## src/rtl/mem_rd_arbiter.sv

```systemverilog
// rtl/mem_rd_arbiter.sv - two-master AXI-lite read arbiter, one outstanding read, starvation guard for master 0
// Optional ARB_PERF_CNT_EN adds 64-bit grant/conflict counters.
module mem_rd_arbiter #(
  parameter int ADDR_W     = 32,
  parameter int DATA_W     = 64,
  parameter int STARVE_MAX = 4
) (
  input  logic              clk,
  input  logic              rst,
  input  logic              m0_arvalid,
  input  logic [ADDR_W-1:0] m0_araddr,
  output logic              m0_arready,
  output logic              m0_rvalid,
  output logic [DATA_W-1:0] m0_rdata,
  output logic [1:0]        m0_rresp,
  input  logic              m0_rready,
  input  logic              m1_arvalid,
  input  logic [ADDR_W-1:0] m1_araddr,
  output logic              m1_arready,
  output logic              m1_rvalid,
  output logic [DATA_W-1:0] m1_rdata,
  output logic [1:0]        m1_rresp,
  input  logic              m1_rready,
  output logic              s_arvalid,
  output logic [ADDR_W-1:0] s_araddr,
  input  logic              s_arready,
  input  logic              s_rvalid,
  input  logic [DATA_W-1:0] s_rdata,
  input  logic [1:0]        s_rresp,
  output logic              s_rready
`ifdef ARB_PERF_CNT_EN
  ,
  output logic [63:0]       perf_m0_grants,
  output logic [63:0]       perf_m1_grants,
  output logic [63:0]       perf_conflicts
`endif
);

  localparam int CNT_W = $clog2(STARVE_MAX + 1);

  typedef enum logic [1:0] {IDLE, ADDR, DATA} state_t;

  state_t            state, state_nxt;
  logic              grant;
  logic [ADDR_W-1:0] addr_q;
  logic [CNT_W-1:0]  starve_cnt;

  logic both_req, any_req, win_m1, accept, starved;

  assign both_req = m0_arvalid & m1_arvalid;
  assign any_req  = m0_arvalid | m1_arvalid;
  assign starved  = (starve_cnt == CNT_W'(STARVE_MAX));
  // m1 (load/store) is preferred unless fetch has lost STARVE_MAX times in a row
  assign win_m1   = m1_arvalid & (~m0_arvalid | ~starved);
  assign accept   = (state == IDLE) & any_req;

  always_ff @(posedge clk) begin
    if (rst) begin
      state <= IDLE;
    end else begin
      state <= state_nxt;
    end
  end

  always_ff @(posedge clk) begin
    if (rst) begin
      grant      <= 1'b0;
      addr_q     <= '0;
      starve_cnt <= '0;
    end else if (accept) begin
      grant  <= win_m1;
      addr_q <= win_m1 ? m1_araddr : m0_araddr;
      if (!win_m1) begin
        starve_cnt <= '0;
      end else if (both_req && !starved) begin
        starve_cnt <= starve_cnt + 1'b1;
      end
    end
  end

  always_comb begin
    state_nxt = state;
    case (state)
      IDLE:    if (any_req) state_nxt = ADDR;
      ADDR:    if (s_arready) state_nxt = DATA;
      DATA:    if (s_rvalid && s_rready) state_nxt = IDLE;
      default: state_nxt = IDLE;
    endcase
  end

  always_comb begin
    m0_arready = 1'b0;
    m1_arready = 1'b0;
    m0_rvalid  = 1'b0;
    m1_rvalid  = 1'b0;
    m0_rdata   = '0;
    m1_rdata   = '0;
    m0_rresp   = 2'b00;
    m1_rresp   = 2'b00;
    s_arvalid  = 1'b0;
    s_araddr   = '0;
    s_rready   = 1'b0;
    case (state)
      IDLE: begin
        m0_arready = m0_arvalid & ~win_m1;
        m1_arready = win_m1;
      end
      ADDR: begin
        s_arvalid = 1'b1;
        s_araddr  = addr_q;
      end
      DATA: begin
        if (grant) begin
          s_rready  = m1_rready;
          m1_rvalid = s_rvalid;
          m1_rdata  = s_rdata;
          m1_rresp  = s_rresp;
        end else begin
          s_rready  = m0_rready;
          m0_rvalid = s_rvalid;
          m0_rdata  = s_rdata;
          m0_rresp  = s_rresp;
        end
      end
      default: ;
    endcase
  end

`ifdef ARB_PERF_CNT_EN
  always_ff @(posedge clk) begin
    if (rst) begin
      perf_m0_grants <= '0;
      perf_m1_grants <= '0;
      perf_conflicts <= '0;
    end else if (accept) begin
      if (win_m1) perf_m1_grants <= perf_m1_grants + 64'd1;
      else        perf_m0_grants <= perf_m0_grants + 64'd1;
      if (both_req) perf_conflicts <= perf_conflicts + 64'd1;
    end
  end
`endif

endmodule

```

## config.mk

```make
export PLATFORM = sky130hd
export DESIGN_NAME = mem_rd_arbiter
export DESIGN_NICKNAME = d
export VERILOG_FILES = /design/src/rtl/mem_rd_arbiter.sv
export SDC_FILE = /design/constraint.sdc
export NUM_CORES = 1
export LEC_CHECK = 0
export CAP_MARGIN = 20
export CORE_AREA = 8 8 112 114
export DETAILED_ROUTE_END_ITERATION = 12
export DIE_AREA = 0 0 120 122
export PLACE_DENSITY = 0.74
export SETUP_SLACK_MARGIN = 0.15
export SKIP_LAST_GASP = 1
export SLEW_MARGIN = 20
export SYNTH_ARGS = -nofsm -noshare
export SYNTH_HDL_FRONTEND = slang
export SYNTH_SLANG_ARGS = --single-unit
```

## constraint.sdc

```tcl
create_clock -name clk -period 1.8 [get_ports clk]
set_input_delay 0.54 -clock clk [delete_from_list [all_inputs] [get_ports clk]]
set_output_delay 0.54 -clock clk [all_outputs]
set_load 0.01 [all_outputs]
```

# Word level (Yosys, flattened, before mapping)
# Cells that the tools add are included.
[totals]
ff_bits = 38
latch_bits = 0
ramBits = 0
romBits = 0
inputBits = 138
out_inout_bits = 170
elab_cells = 52
mem_count = 0
[classes]
n_addsub = 1
mul = 0
div = 0
n_lt_le_gt_ge = 0
n_eq_ne = 7
n_shift = 0
muxes = 25
bitwise_logic = 9
n_reduce_logical = 6
[ops]
columns = ["cell", "count"]
rows = [
  ["$mux 64", 4],
  ["$mux 32", 2],
  ["$mux 2", 7],
  ["$mux 1", 9],
  ["$mux 3", 2],
  ["$ne 2x2->1 const B", 3],
  ["$pmux 2 s3", 1],
  ["$and 1x1->1", 4],
  ["$add 3x1->3 const B", 1],
  ["$eq 3x3->1 const B", 1],
  ["$not 1->1", 3],
  ["$reduce_and 3->1", 1],
  ["$eq 2x1->1 const B", 1],
  ["$eq 2x2->1 const B", 1],
  ["$logic_and 1x1->1", 2],
  ["$logic_not 2->1", 1],
  ["$ne 2x1->1 const B", 1],
  ["$or 1x1->1", 2],
  ["$reduce_and 2->1", 1],
  ["$logic_not 1->1", 1],
]

# Longest topological paths before layout
# Gate-level depths: netlist (run 1).
[logic_depth]
word_depth = 7
depth_mapped = 8
ltp_nobuf = 6

# Worst setup path before layout (run 1)
# OpenSTA, ideal clock, no wires.
[synth_timing]
kind = "input -> output"
from = "input m0_arvalid"
to = "output m0_arready"
arrival_time_ps = 1238
required_time_ps = 1260
path_slack_ps = 22
cell_stages = 5
n_path_buf = 2
path_cell_list = "nand3_2 and2_1 buf_4 buf_6 nor2_1"
[synth_via]
elab_chain_len = 6
[synth_lines]
columns = ["element", "line_no", "source"]
rows = [
  ["from (decl)", "10", "input logic m0_arvalid,"],
  ["$not 1->1", "54", "assign win_m1 = m1_arvalid & (~m0_arvalid | ~starved);"],
  ["$or 1x1->1", "54", ""],
  ["$and 1x1->1", "54", ""],
  ["$not 1->1", "105", "m0_arready = m0_arvalid & ~win_m1;"],
  ["$and 1x1->1 *", "105", ""],
  ["$mux 1 *", "103", "case (state)"],
  ["to (decl)", "12", "output logic m0_arready,"],
]
# Every way passes the cells marked *; elsewhere a longest branch is shown, timed or not.

# Worst setup path after layout (run 1)
[layout_timing]
from = "register state[0]"
to = "output m0_rdata[38]"
[layout_via]
elab_chain_len = 2
[layout_lines]
columns = ["element", "line_no", "source"]
rows = [
  ["from (decl)", "43", "state_t state, state_nxt;"],
  ["from (signal assigned)", "61", "state <= state_nxt;"],
  ["$eq 2x2->1", "103", ""],
  ["$mux 64", "103", ""],
  ["to (decl)", "14", "output logic [DATA_W-1:0] m0_rdata,"],
]
# Every way passes these cells.

==> results.toml, run 1 <==
[layout]
area_taken_by_multi_input_logic_gates_mm2 = 0.00225
register_area_um2 = 769
fill_cells = 800
total_nets_final = 911
area_growth_syn_to_layout_pct = 161
post_layout_nonfiller_instances = 913
final_layout_size_suffix_gt1_share_pct = 51.4

[synth]
synth.ff_latch_count = 38
ys_warn_count = 0
number_of_different_library_cells_in_the_post_synthesis_netlist = 25
syn-instance-count = 406
synth.avg_cell_area_um2 = 7.07
synth_area_in_compound_gates_pct = 11.4
synth_nets = 546
synth.top_cells.by_area = "sky130_fd_sc_hd__and2_1, sky130_fd_sc_hd__dfxtp_1, sky130_fd_sc_hd__a311oi_1, sky130_fd_sc_hd__nand2_1, sky130_fd_sc_hd__nor2_1"
post_synth_and_or_nand_nor_area_fraction_pct = 53.7
yosys.area_share.xor_xnor_pct = 0
synth_top_area_share_pct = 36.4
synth_mux_area_share_pct = 0.349
synth.cell_area_mm2 = 0.00287
synth_seq_area_share_pct = 26.5
synth_top_family_by_area = "simple AND/OR/NAND/NOR gates"
synthAdderAreaFrac_pct = 0.872
synth_largest_area_cell = "sky130_fd_sc_hd__and2_1"

[clocking]
htree_num_levels = 2
clockBufferDepth = 2
clock_sinks = 38
cts_made_buffers = 5
cts_root_buf = "sky130_fd_sc_hd__clkbuf_8"
clk-insertion-delay-late_ps = 290
tritoncts = "done"
cts.clk_slew.worst_paths_ps = 80

[worst_hold_path]
hold_path.class = "reg -> reg"

[run_status]
violations = "setup timing"
result_of_the_run = "complete, but fails checks"

[route]
routed_wirelength_um = 20700
detail_route.drc_violations = 0
routed_wire_length_per_instance_um = 22.7
detailroute.via_count = 4377
drt_first_iter_violations = 351
final_antenna_net_count = 0
detailedRoute.firstPassIterationCount = 5
vias_cell = 4.79

[timing]
slew-limit-headroom_pct = 79.5
report.final.slew_viol_count = 0
rsz0062_at_grt = "yes"
max_clock_freq_ghz = 0.443
setup_viol_count_final = 170
actual_transition_at_the_worst_max_transition_pin_ps = 304
layout_worst_path_cycle_share_pct = 125
fin_ws_ps = -458
timing.final.hold_violations = 0
setup_tns_ps = -50590
layout_min_cycle_time_ps = 2260
fin_worst_skew_ps = 4.15

[global_route]
grt_pass1_wl_um = 25600
antenna_found_initial = 1
overflow = 0
grt_pass1_vias = 4103
global_route.usage.total_pct = 22.7
grt_max_degree = 57

[worst_setup_path]
critical_path_peak_fanout = 7
critPathRequiredTime_ps = 1260
critPathCaptureType = "output pin"
setup.reg_to_reg.worst_slack_ps = 200
timing.critical_path.from_type = "flop"
cp_data_arrival_time_ps = 1720
timing_worst_setup_path_type = "reg -> out"

[floorplanning]
die_h_um = 122
placement_rows = 38
die_w_um = 120
core-area_mm2 = 0.0107
floorplan.initialDensity_pct = 26.8
floorplan.die_area_mm2 = 0.0146
pin_count = 308

[job]
max_cap_viol_count = 0

[place]
port-buffer-count = 307
dp_hpwl_um = 13300
numPlacedInstances = 841
routabilityCongestion = 0.857

[pwr]
static_leakage_power_nw = 3.55
p_per_area_mw_per_mm2 = 411
power.ir.vdd_worst_uv = 270
## layout by cell type, fill, tap and decap left out, types with 7 or more instances in the layout
cell	n
sky130_fd_sc_hd__buf_6	136
sky130_fd_sc_hd__clkdlybuf4s50_1	133
sky130_fd_sc_hd__and2_4	116
sky130_fd_sc_hd__nand2_1	68
sky130_fd_sc_hd__and2_1	51
sky130_fd_sc_hd__buf_4	40
sky130_fd_sc_hd__nor2_1	36
sky130_fd_sc_hd__clkbuf_2	35
sky130_fd_sc_hd__dfxtp_1	33
sky130_fd_sc_hd__a311oi_1	31
sky130_fd_sc_hd__buf_12	13
sky130_fd_sc_hd__buf_2	9
sky130_fd_sc_hd__clkbuf_16	7
sky130_fd_sc_hd__buf_16	7
## worst paths after layout
| path | startpoint | endpoint | depth (start not counted) |
|---|---|---|---|
| min reg2reg | addr_q[21]$_SDFFE_PP0P_ | addr_q[21]$_SDFFE_PP0P_ | 2 |
| max reg2reg | state[0]$_SDFFE_PP0P_ | addr_q[8]$_SDFFE_PP0P_ | 8 |
| max | state[0]$_SDFFE_PP0P_ | m0_rdata[38] | 9 |
| min | addr_q[21]$_SDFFE_PP0P_ | addr_q[21]$_SDFFE_PP0P_ | 2 |
## synthesized netlist by cell type
| cell type | instances |
|---|---|
| sky130_fd_sc_hd__and2_1 | 167 |
| sky130_fd_sc_hd__nand2_1 | 69 |
| sky130_fd_sc_hd__dfxtp_1 | 38 |
| sky130_fd_sc_hd__nor2_1 | 37 |
| sky130_fd_sc_hd__a311oi_1 | 32 |
| sky130_fd_sc_hd__buf_2 | 13 |
| sky130_fd_sc_hd__clkbuf_1 | 12 |
| sky130_fd_sc_hd__inv_1 | 5 |
| sky130_fd_sc_hd__a21oi_1 | 4 |
| sky130_fd_sc_hd__clkbuf_2 | 4 |
| sky130_fd_sc_hd__buf_4 | 3 |
| sky130_fd_sc_hd__buf_6 | 3 |
| sky130_fd_sc_hd__nor2_4 | 3 |
| sky130_fd_sc_hd__ha_1 | 2 |
| sky130_fd_sc_hd__nor2b_1 | 2 |
| sky130_fd_sc_hd__nor3_1 | 2 |
| sky130_fd_sc_hd__or3_1 | 2 |
| sky130_fd_sc_hd__a2bb2oi_1 | 1 |
| sky130_fd_sc_hd__mux2i_1 | 1 |
| sky130_fd_sc_hd__nand2_2 | 1 |
| sky130_fd_sc_hd__nand2b_2 | 1 |
| sky130_fd_sc_hd__nand3_2 | 1 |
| sky130_fd_sc_hd__nand4_1 | 1 |
| sky130_fd_sc_hd__o21a_2 | 1 |
| sky130_fd_sc_hd__o311ai_0 | 1 |
## through the flow
stage	utilization, %	instance area, um2	setup slack [ps]	hold WS [ps]	total power [mW]
after floorplan	-	2890	104	452	1.44
after global placement	57.8	6190	-757	478	2.08
after detailed placement	57.8	6190	-753	486	2.11
final	70.0	7480	-458	495	3.08
after global routing	70.0	7480	-497	512	3.22
after CTS	61.3	6560	-644	498	2.86
## layout make-up
cell class,count,share of cell area [%]
Antenna cell,1,0.0334
Clock buffer,6,1.10
Clock inverter,2,0.167
Inverter,5,0.251
Multi-Input combinational cell,328,30.1
Sequential cell,38,10.3
Tap cell,140,2.34
Timing Repair Buffer,393,55.7
## kinds of logic after synthesis
kind of cell    count (synthesis)
simple gates                  286
buf+inv                        40
compound gates                 39
flops                          38
fa+ha+maj                       2
mux                             1
## critical path, cell delays in order (launching register included)
cell,delay [ps]
sky130_fd_sc_hd__dfxtp_2,340
sky130_fd_sc_hd__nand2b_4,150
sky130_fd_sc_hd__nor2_4,40
sky130_fd_sc_hd__buf_4,130
sky130_fd_sc_hd__buf_6,110
sky130_fd_sc_hd__buf_6,110
sky130_fd_sc_hd__buf_16,140
sky130_fd_sc_hd__buf_6,110
sky130_fd_sc_hd__and2_4,160
sky130_fd_sc_hd__buf_6,120
## where the power goes
| part | internal, mW | switching [mW] | total, mW |
|---|---|---|---|
| Sequential | 0.939 | 0.0450 | 0.984 |
| Clock | 0.309 | 0.332 | 0.640 |
| Combinational | 0.860 | 0.595 | 1.46 |
## repair_timing
action	CTS	global route
cloned	8	11
gates resized for setup	363	499
hold buffers	0	0
pin swaps	23	63
endpoints found under the setup margin	205	204
setup buffers	17	27
## per-layer routing
layer  vias to the layer above  global-route usage [%]  share of wire, %
li1                       2043                       -                 -
met4                         0                    4.68               1.5
met2                       233                    41.7                52
met1                      2079                    23.7                36
met3                        22                    9.49               9.9
met5                         -                       0                 0
## sequential cells by signal (all words and copies together) (netlist names)
name / cells
grant: 1
state: 2
starve_cnt: 3
addr_q: 32
(Power assumes the default switching activity.)
==> run 2, diff against run 1 <==
Settings changed: CELL_PAD_IN_SITES_DETAIL_PLACEMENT set to 1, CELL_PAD_IN_SITES_GLOBAL_PLACEMENT set to 2, CORE_AREA 8 8 112 114 to not set, CORE_ASPECT_RATIO set to 1.75, CORE_MARGIN set to 8, CORE_UTILIZATION set to 13, DIE_AREA 0 0 120 122 to not set, PLACE_DENSITY 0.74 to 0.8.
==> run 2 against run 1 <==
The flow still finishes with violations (setup timing). Highest routed layer is now met5. Worst hold slack lost 8.9 ps. Sequential share of layout area shrank 0.47 points. Worst setup slack better by 10 ps.
==> results.toml, run 2 (same netlist as run 1, synthesis figures left out) <==
[run_status]
result_of_the_run = "complete, but fails checks"
violations = "setup timing"

[timing]
rsz0062_at_grt = "yes"
layout_worst_path_cycle_share_pct = 125
timing.final.hold_violations = 0
fin_ws_ps = -448
slew-limit-headroom_pct = 76.8
report.final.slew_viol_count = 0
fin_worst_skew_ps = 1.95
setup_viol_count_final = 163
max_clock_freq_ghz = 0.445
layout_min_cycle_time_ps = 2250
actual_transition_at_the_worst_max_transition_pin_ps = 344

[worst_setup_path]
critPathMaxStageDelay_ps = 340
timing.critical_path.from_type = "flop"
critical_path_peak_fanout = 5
setup.reg_to_reg.worst_slack_ps = 240
crit_path_top_delay_cell = "sky130_fd_sc_hd__dfxtp_2"
crit_path_frequent_cell = "sky130_fd_sc_hd__buf_12"
reg2regPathDepth = 8
startpoint = "state[0]$_SDFFE_PP0P_"
critical_path_cell_count = 9
worst_setup_path_endpoint = "m1_rdata[25]"
cp_data_arrival_time_ps = 1710
critPathCaptureType = "output pin"
critical_path.cell_chain = "nand2b_4 > nor2_4 > buf_12 > buf_12 > buf_12 > buf_12 > buf_6 > and2_4 > buf_6"
regToRegEndpoint = "starve_cnt[0]$_SDFFE_PP0P_"
buffers_inverters_on_critical_path = 6
worst_path_dominant_cell_family = "buffers and inverters"
crit-reg2reg-launch = "starve_cnt[0]$_SDFFE_PP0P_"
critPathRequiredTime_ps = 1260
timing_worst_setup_path_type = "reg -> out"

[route]
routed_wire_length_per_instance_um = 20.6
vias_cell = 4.01
routed_wirelength_um = 22000
detailedRoute.firstPassIterationCount = 4
detailroute.via_count = 4275
detail_route.drc_violations = 0
drt_first_iter_violations = 79
final_antenna_net_count = 0

[floorplanning]
floorplan.die_area_mm2 = 0.0273
floorplan.initialDensity_pct = 13.1
die_w_um = 128
core-area_mm2 = 0.0219
die_h_um = 213
placement_rows = 72
pin_count = 308

[layout]
layout_commonest_cell = "sky130_fd_sc_hd__buf_6"
area_growth_syn_to_layout_pct = 172
top_register = "addr_q"
final_layout_size_suffix_gt1_share_pct = 52.0
total_nets_final = 907
fill_cells = 2540
layout.cells.most_common_list = "sky130_fd_sc_hd__buf_6, sky130_fd_sc_hd__clkdlybuf4s50_1, sky130_fd_sc_hd__and2_4"
largest_reg_flops = 32
final_cell_area_mm2 = 0.00781
largest_registers = "addr_q (32), starve_cnt (3), state (2)"

[clocking]
cts_root_buf = "sky130_fd_sc_hd__clkbuf_16"
hold_buffers = 0
clockBufferDepth = 2
htree_num_levels = 2
clock_sinks = 38
cts.clk_slew.worst_paths_ps = 60
cts_made_buffers = 5
tritoncts = "done"
clk-insertion-delay-late_ps = 290

[pwr]
intPower_mw = 2.27
static_leakage_power_nw = 3.57
p_per_area_mw_per_mm2 = 419
power.ir.vdd_worst_uv = 472
net-switching-power_uw = 999
clkPwrFrac_pct = 27.2
power_frac_seq_pct = 30.1
swShare_pct = 30.5
power.share.combinational_pct = 42.7

[global_route]
grt_pass1_wl_um = 27900
grt_max_degree = 49
overflow = 0
antenna_found_initial = 12
grt_pass1_vias = 4365
global_route.usage.total_pct = 14.0

[worst_hold_path]
hold_path.class = "reg -> reg"

[place]
dp_hpwl_um = 16300
detailed_place.area_mm2 = 0.00646
dpl_worst_slack_ps = -796
routabilityCongestion = 0.758
port-buffer-count = 307

[job]
max_cap_viol_count = 0
-- run 2: changes by cell type in the layout (fill, tap and decap cells not counted), sizes merged --
cell / change
clkinv: -1
clkdlybuf4s50: -1
clkbuf: -6
buf: +2
dlygate4sd2: +1
diode: +3
-- run 2: how the worst min path moves through the flow --
| stage | end | from | slack (ps) | depth (start not counted) |
|---|---|---|---|---|
| after global routing | addr_q[1]$_SDFFE_PP0P_ | addr_q[1]$_SDFFE_PP0P_ | 510 | 2 |
| after CTS | starve_cnt[2]$_SDFFE_PP0P_ | starve_cnt[2]$_SDFFE_PP0P_ | 490 | 2 |
| after floorplan | starve_cnt[2]$_SDFFE_PP0P_ | starve_cnt[2]$_SDFFE_PP0P_ | 450 | 2 |
| final | starve_cnt[2]$_SDFFE_PP0P_ | starve_cnt[2]$_SDFFE_PP0P_ | 490 | 2 |
| after global placement | starve_cnt[2]$_SDFFE_PP0P_ | starve_cnt[2]$_SDFFE_PP0P_ | 460 | 2 |
| after detailed placement | starve_cnt[2]$_SDFFE_PP0P_ | starve_cnt[2]$_SDFFE_PP0P_ | 480 | 2 |
-- run 2: area by class of cell --
class	count	area (um2)	share of cell area (%)
repair buffers	389	4230	54.1
inverters	5	18.8	0.240
flip-flops and latches	38	767	9.82
well taps	296	370	4.74
clock buffers	6	129	1.65
diodes	4	10.0	0.128
clock inverters	1	7.51	0.0961
multi-input cells	328	2280	29.2
-- run 2: timing repair --
item                                    CTS  global route
gates cloned                              6            12
resized for setup                       412           485
pin swaps                                29            48
endpoints found under the setup margin  204           204
buffers inserted                         17            18
-- run 2: routing by layer --
layer	global-route usage (%)	vias to the layer above	wire, um
met5	0	-	63
met4	3.38	10	401
met3	7.26	33	2870
li1	-	2030	-
met2	24.4	267	11200
met1	14.3	1935	7530
-- run 2: stage by stage --
stage | std cells | util (%) | TNS (ps) | power [mW] | hold slack (ps)
2_1_floorplan | 406 | - | 0 | 1.44 | 452
3_3_place_gp | 1003 | 29.5 | -79170 | 2.13 | 464
3_5_place_dp | 1003 | 29.5 | -81840 | 2.15 | 480
4_1_cts | 1033 | 32.0 | -78500 | 3.15 | 489
5_1_grt | 1063 | 35.6 | -56310 | 3.48 | 509
6_report | 1067 | 35.7 | -44780 | 3.27 | 486
-- run 2: power groups by stage --
stage	logic [mW]	registers [mW]	clock network, mW
final	1.40	0.986	0.890
after global routing	1.51	0.999	0.968
after CTS	1.21	0.988	0.956
after detailed placement	1.15	1.00	0
after global placement	1.13	0.999	0
after floorplan	0.443	0.995	0
-- run 2: worst register-to-register path, stage by stage, from the launching register on --
cell and delay (ps):
sky130_fd_sc_hd__dfxtp_2 340, sky130_fd_sc_hd__inv_2 50, sky130_fd_sc_hd__ha_4 160, sky130_fd_sc_hd__nand3_2 80
sky130_fd_sc_hd__buf_4 110, sky130_fd_sc_hd__nand2_2 70, sky130_fd_sc_hd__buf_12 180, sky130_fd_sc_hd__or3_1 370
sky130_fd_sc_hd__a21oi_1 140
==> run 3, diff against run 2 <==
Settings changed: ABC_AREA set to 1, CORE_UTILIZATION 13 to 12, PLACE_DENSITY 0.8 to 0.79.
==> run 3 against run 2 <==
The flow still finishes with violations (setup timing). Critical path depth is 1 lower. Wire length rose by 0.45%. Die area rose by 12%. Design area shrank 4.9%. Count of clock-buffer cells in the layout is the same. Sequential cell count unchanged. Clock skew grew 2.0 ps. Highest routed layer is now met4. Core utilization fell by 5.5 points. Power increased by 9.1%. Register-to-register slack worse by 70 ps. Worst hold slack improved by 54 ps. Via count grew 15%.
==> results.toml, run 3 <==
[pwr]
power.ir.vdd_worst_uv = 526
final_total_pwr_mw = 3.57
static_leakage_power_nw = 4.02
p_per_area_mw_per_mm2 = 480

[worst_hold_path]
hold_path.class = "reg -> reg"

[global_route]
grt.met1_usage_pct = 11.2
grt_pass1_wl_um = 28500
antenna_found_initial = 0
overflow = 0
top_usage_layer = "met2"
global_route.usage.total_pct = 12.0
grt_max_degree = 36
grt_use_met3_pct = 3.93
grt_pass1_vias = 4889
gr-usage-met2_pct = 24.0

[synth]
synth.cell_area_mm2 = 0.00300
synth.top_cells.by_area = "sky130_fd_sc_hd__dfxtp_1, sky130_fd_sc_hd__nor2_1, sky130_fd_sc_hd__inv_1, sky130_fd_sc_hd__nand3_1, sky130_fd_sc_hd__nand2_1"
syn-instance-count = 578
synth_area_in_compound_gates_pct = 7.17
synth.top_cells.by_count = "sky130_fd_sc_hd__nor2_1, sky130_fd_sc_hd__inv_1, sky130_fd_sc_hd__nand2_1, sky130_fd_sc_hd__nand3_1, sky130_fd_sc_hd__dfxtp_1"
synth_top_area_share_pct = 25.3
post_synth_and_or_nand_nor_area_fraction_pct = 43.0
synth_largest_area_cell = "sky130_fd_sc_hd__dfxtp_1"
library_cell_with_the_highest_instance_count_after_synthesis = "sky130_fd_sc_hd__nor2_1"
synth_mux_area_share_pct = 0
synth-async-reset-ratio_pct = 0
yosys.area_share.xor_xnor_pct = 0.292
number_of_different_library_cells_in_the_post_synthesis_netlist = 21
synthAdderAreaFrac_pct = 0.833
ys_warn_count = 0
synth_nets = 718
synth_seq_area_share_pct = 25.3
synthFlopType = "sky130_fd_sc_hd__dfxtp_1"
synth.ff_latch_count = 38
synth_enable_flop_cells = 0
synth.avg_cell_area_um2 = 5.20
synth_top_family_by_area = "simple AND/OR/NAND/NOR gates"

[clocking]
tritoncts = "done"
htree_num_levels = 2
cts.clk_slew.worst_paths_ps = 60
cts_root_buf = "sky130_fd_sc_hd__clkbuf_16"
hold_buffers = 0
cts_made_buffers = 5
clock_sinks = 38
clockBufferDepth = 2
clk-insertion-delay-late_ps = 290

[timing]
setup_viol_count_final = 168
timing.final.hold_violations = 0
report.final.slew_viol_count = 0
actual_transition_at_the_worst_max_transition_pin_ps = 388
max_clock_freq_ghz = 0.487
slew-limit-headroom_pct = 74.1
fin_ws_ps = -255
layout_worst_path_cycle_share_pct = 114
fin_worst_skew_ps = 3.95
rsz0062_at_grt = "yes"
layout_min_cycle_time_ps = 2060

[layout]
register_area_um2 = 769
area_growth_syn_to_layout_pct = 148
post-route-util_pct = 30.2
area_taken_by_multi_input_logic_gates_mm2 = 0.00201
layout_commonest_cell = "sky130_fd_sc_hd__inv_1"
largest_registers = "addr_q (32), starve_cnt (3), state (2)"
top_register = "addr_q"
fill_cells = 3094
largest_reg_flops = 32
layout.cells.most_common_list = "sky130_fd_sc_hd__inv_1, sky130_fd_sc_hd__clkdlybuf4s50_1, sky130_fd_sc_hd__nor2_1"
insertedDiodeCount = 0
total_nets_final = 1074
final_cell_area_mm2 = 0.00743
final_layout_size_suffix_gt1_share_pct = 36.1
post_layout_nonfiller_instances = 1247

[worst_setup_path]
crit_path_top_delay_cell = "sky130_fd_sc_hd__dfxtp_2"
buffers_inverters_on_critical_path = 6
critical_path.cell_chain = "inv_2 > buf_4 > nor2_4 > inv_4 > buf_12 > buf_4 > nor2_2 > buf_4"
crit_path_frequent_cell = "sky130_fd_sc_hd__buf_4"
setup.reg_to_reg.worst_slack_ps = 170
timing.critical_path.from_type = "flop"
worst_path_dominant_cell_family = "buffers and inverters"
critical_path_peak_fanout = 16
cp_data_arrival_time_ps = 1520
critPathCaptureType = "output pin"
timing_worst_setup_path_type = "reg -> out"
critPathMaxStageDelay_ps = 330
critPathRequiredTime_ps = 1260

[route]
detail_route.drc_violations = 0
detailroute.via_count = 4906
final_antenna_net_count = 0
routed_wirelength_um = 22100
routed_wire_length_per_instance_um = 17.7
drt_first_iter_violations = 105
detailedRoute.firstPassIterationCount = 4
vias_cell = 3.93

[floorplanning]
pin_count = 308
die_h_um = 225
die_w_um = 136
placement_rows = 76
core-area_mm2 = 0.0246
floorplan.die_area_mm2 = 0.0305
floorplan.initialDensity_pct = 12.2

[place]
dp_hpwl_um = 15500
detailed_place.area_mm2 = 0.00664
routabilityCongestion = 0.727
port-buffer-count = 307
numPlacedInstances = 1192

[run_status]
violations = "setup timing"
result_of_the_run = "complete, but fails checks"

[job]
max_cap_viol_count = 0
[run 3: cell count changes after synthesis, sizes merged, moves of 5 or more]
| cell | delta |
|---|---|
| a21oi | +31 |
| a311oi | -32 |
| and2 | -167 |
| inv | +137 |
| nand2 | +5 |
| nand3 | +64 |
| nor2 | +138 |
[run 3: metal layers]
layer	share of wire (%)	up-vias
met3	8.2	15
li1	-	2394
met4	1.3	0
met5	0	-
met2	57	234
met1	34	2263
[run 3: logic make-up after synthesis]
kind of cell / count (synthesis)
DFF: 38
adders and majority gates: 2
AOI/OAI and AO/OA: 39
and+or+nand+nor: 319
xor gates and xnor gates: 1
buffers and inverters: 179
[run 3: per-stage QoR]
step,setup slack [ps],setup TNS [ps],hold WS [ps]
finish,-255,-22710,541
global route,-336,-34460,580
CTS,-319,-42820,546
detailed placement,-770,-83010,536
global placement,-769,-79900,525
floorplan,134,0,495
[run 3: what timing repair did]
action                     4_1_cts  5_1_grt
gates cloned                     5       16
setup buffers                    5       21
pin swaps                        6       10
hold endpoints to repair         0        0
gates resized for setup        358      448
setup endpoints to repair      203      190
[run 3: worst paths after layout]
path / cells past startpoint / to / start
hold / removal: 4 / addr_q[9]$_SDFFE_PP0P_ / addr_q[9]$_SDFFE_PP0P_
hold reg to reg: 4 / addr_q[9]$_SDFFE_PP0P_ / addr_q[9]$_SDFFE_PP0P_
setup / recovery: 8 / s_araddr[24] / state[0]$_SDFFE_PP0P_
setup reg to reg: 11 / addr_q[21]$_SDFFE_PP0P_ / state[1]$_SDFFE_PP0P_
[run 3: tightest hold or removal path, stage by stage (launching register included)]
cell                      delay (ps)
sky130_fd_sc_hd__dfxtp_1         300
sky130_fd_sc_hd__inv_1            60
sky130_fd_sc_hd__a21oi_1          60
sky130_fd_sc_hd__nand2_1          60
sky130_fd_sc_hd__inv_1            30
[run 3: cell type report]
cell class / count / share of cell area (%)
clock buffers: 6 / 1.87
multi-input cells: 363 / 27.0
clock inverters: 2 / 0.168
repair buffers: 384 / 47.8
inverters: 142 / 7.58
well taps: 312 / 5.25
flip-flops and latches: 38 / 10.4
[run 3: where the power goes]
group | internal, mW | leakage [nW] | switching (mW)
clock | 0.550 | 0.0729 | 0.392
combinational | 0.834 | 3.63 | 0.810
sequential | 0.944 | 0.317 | 0.0386
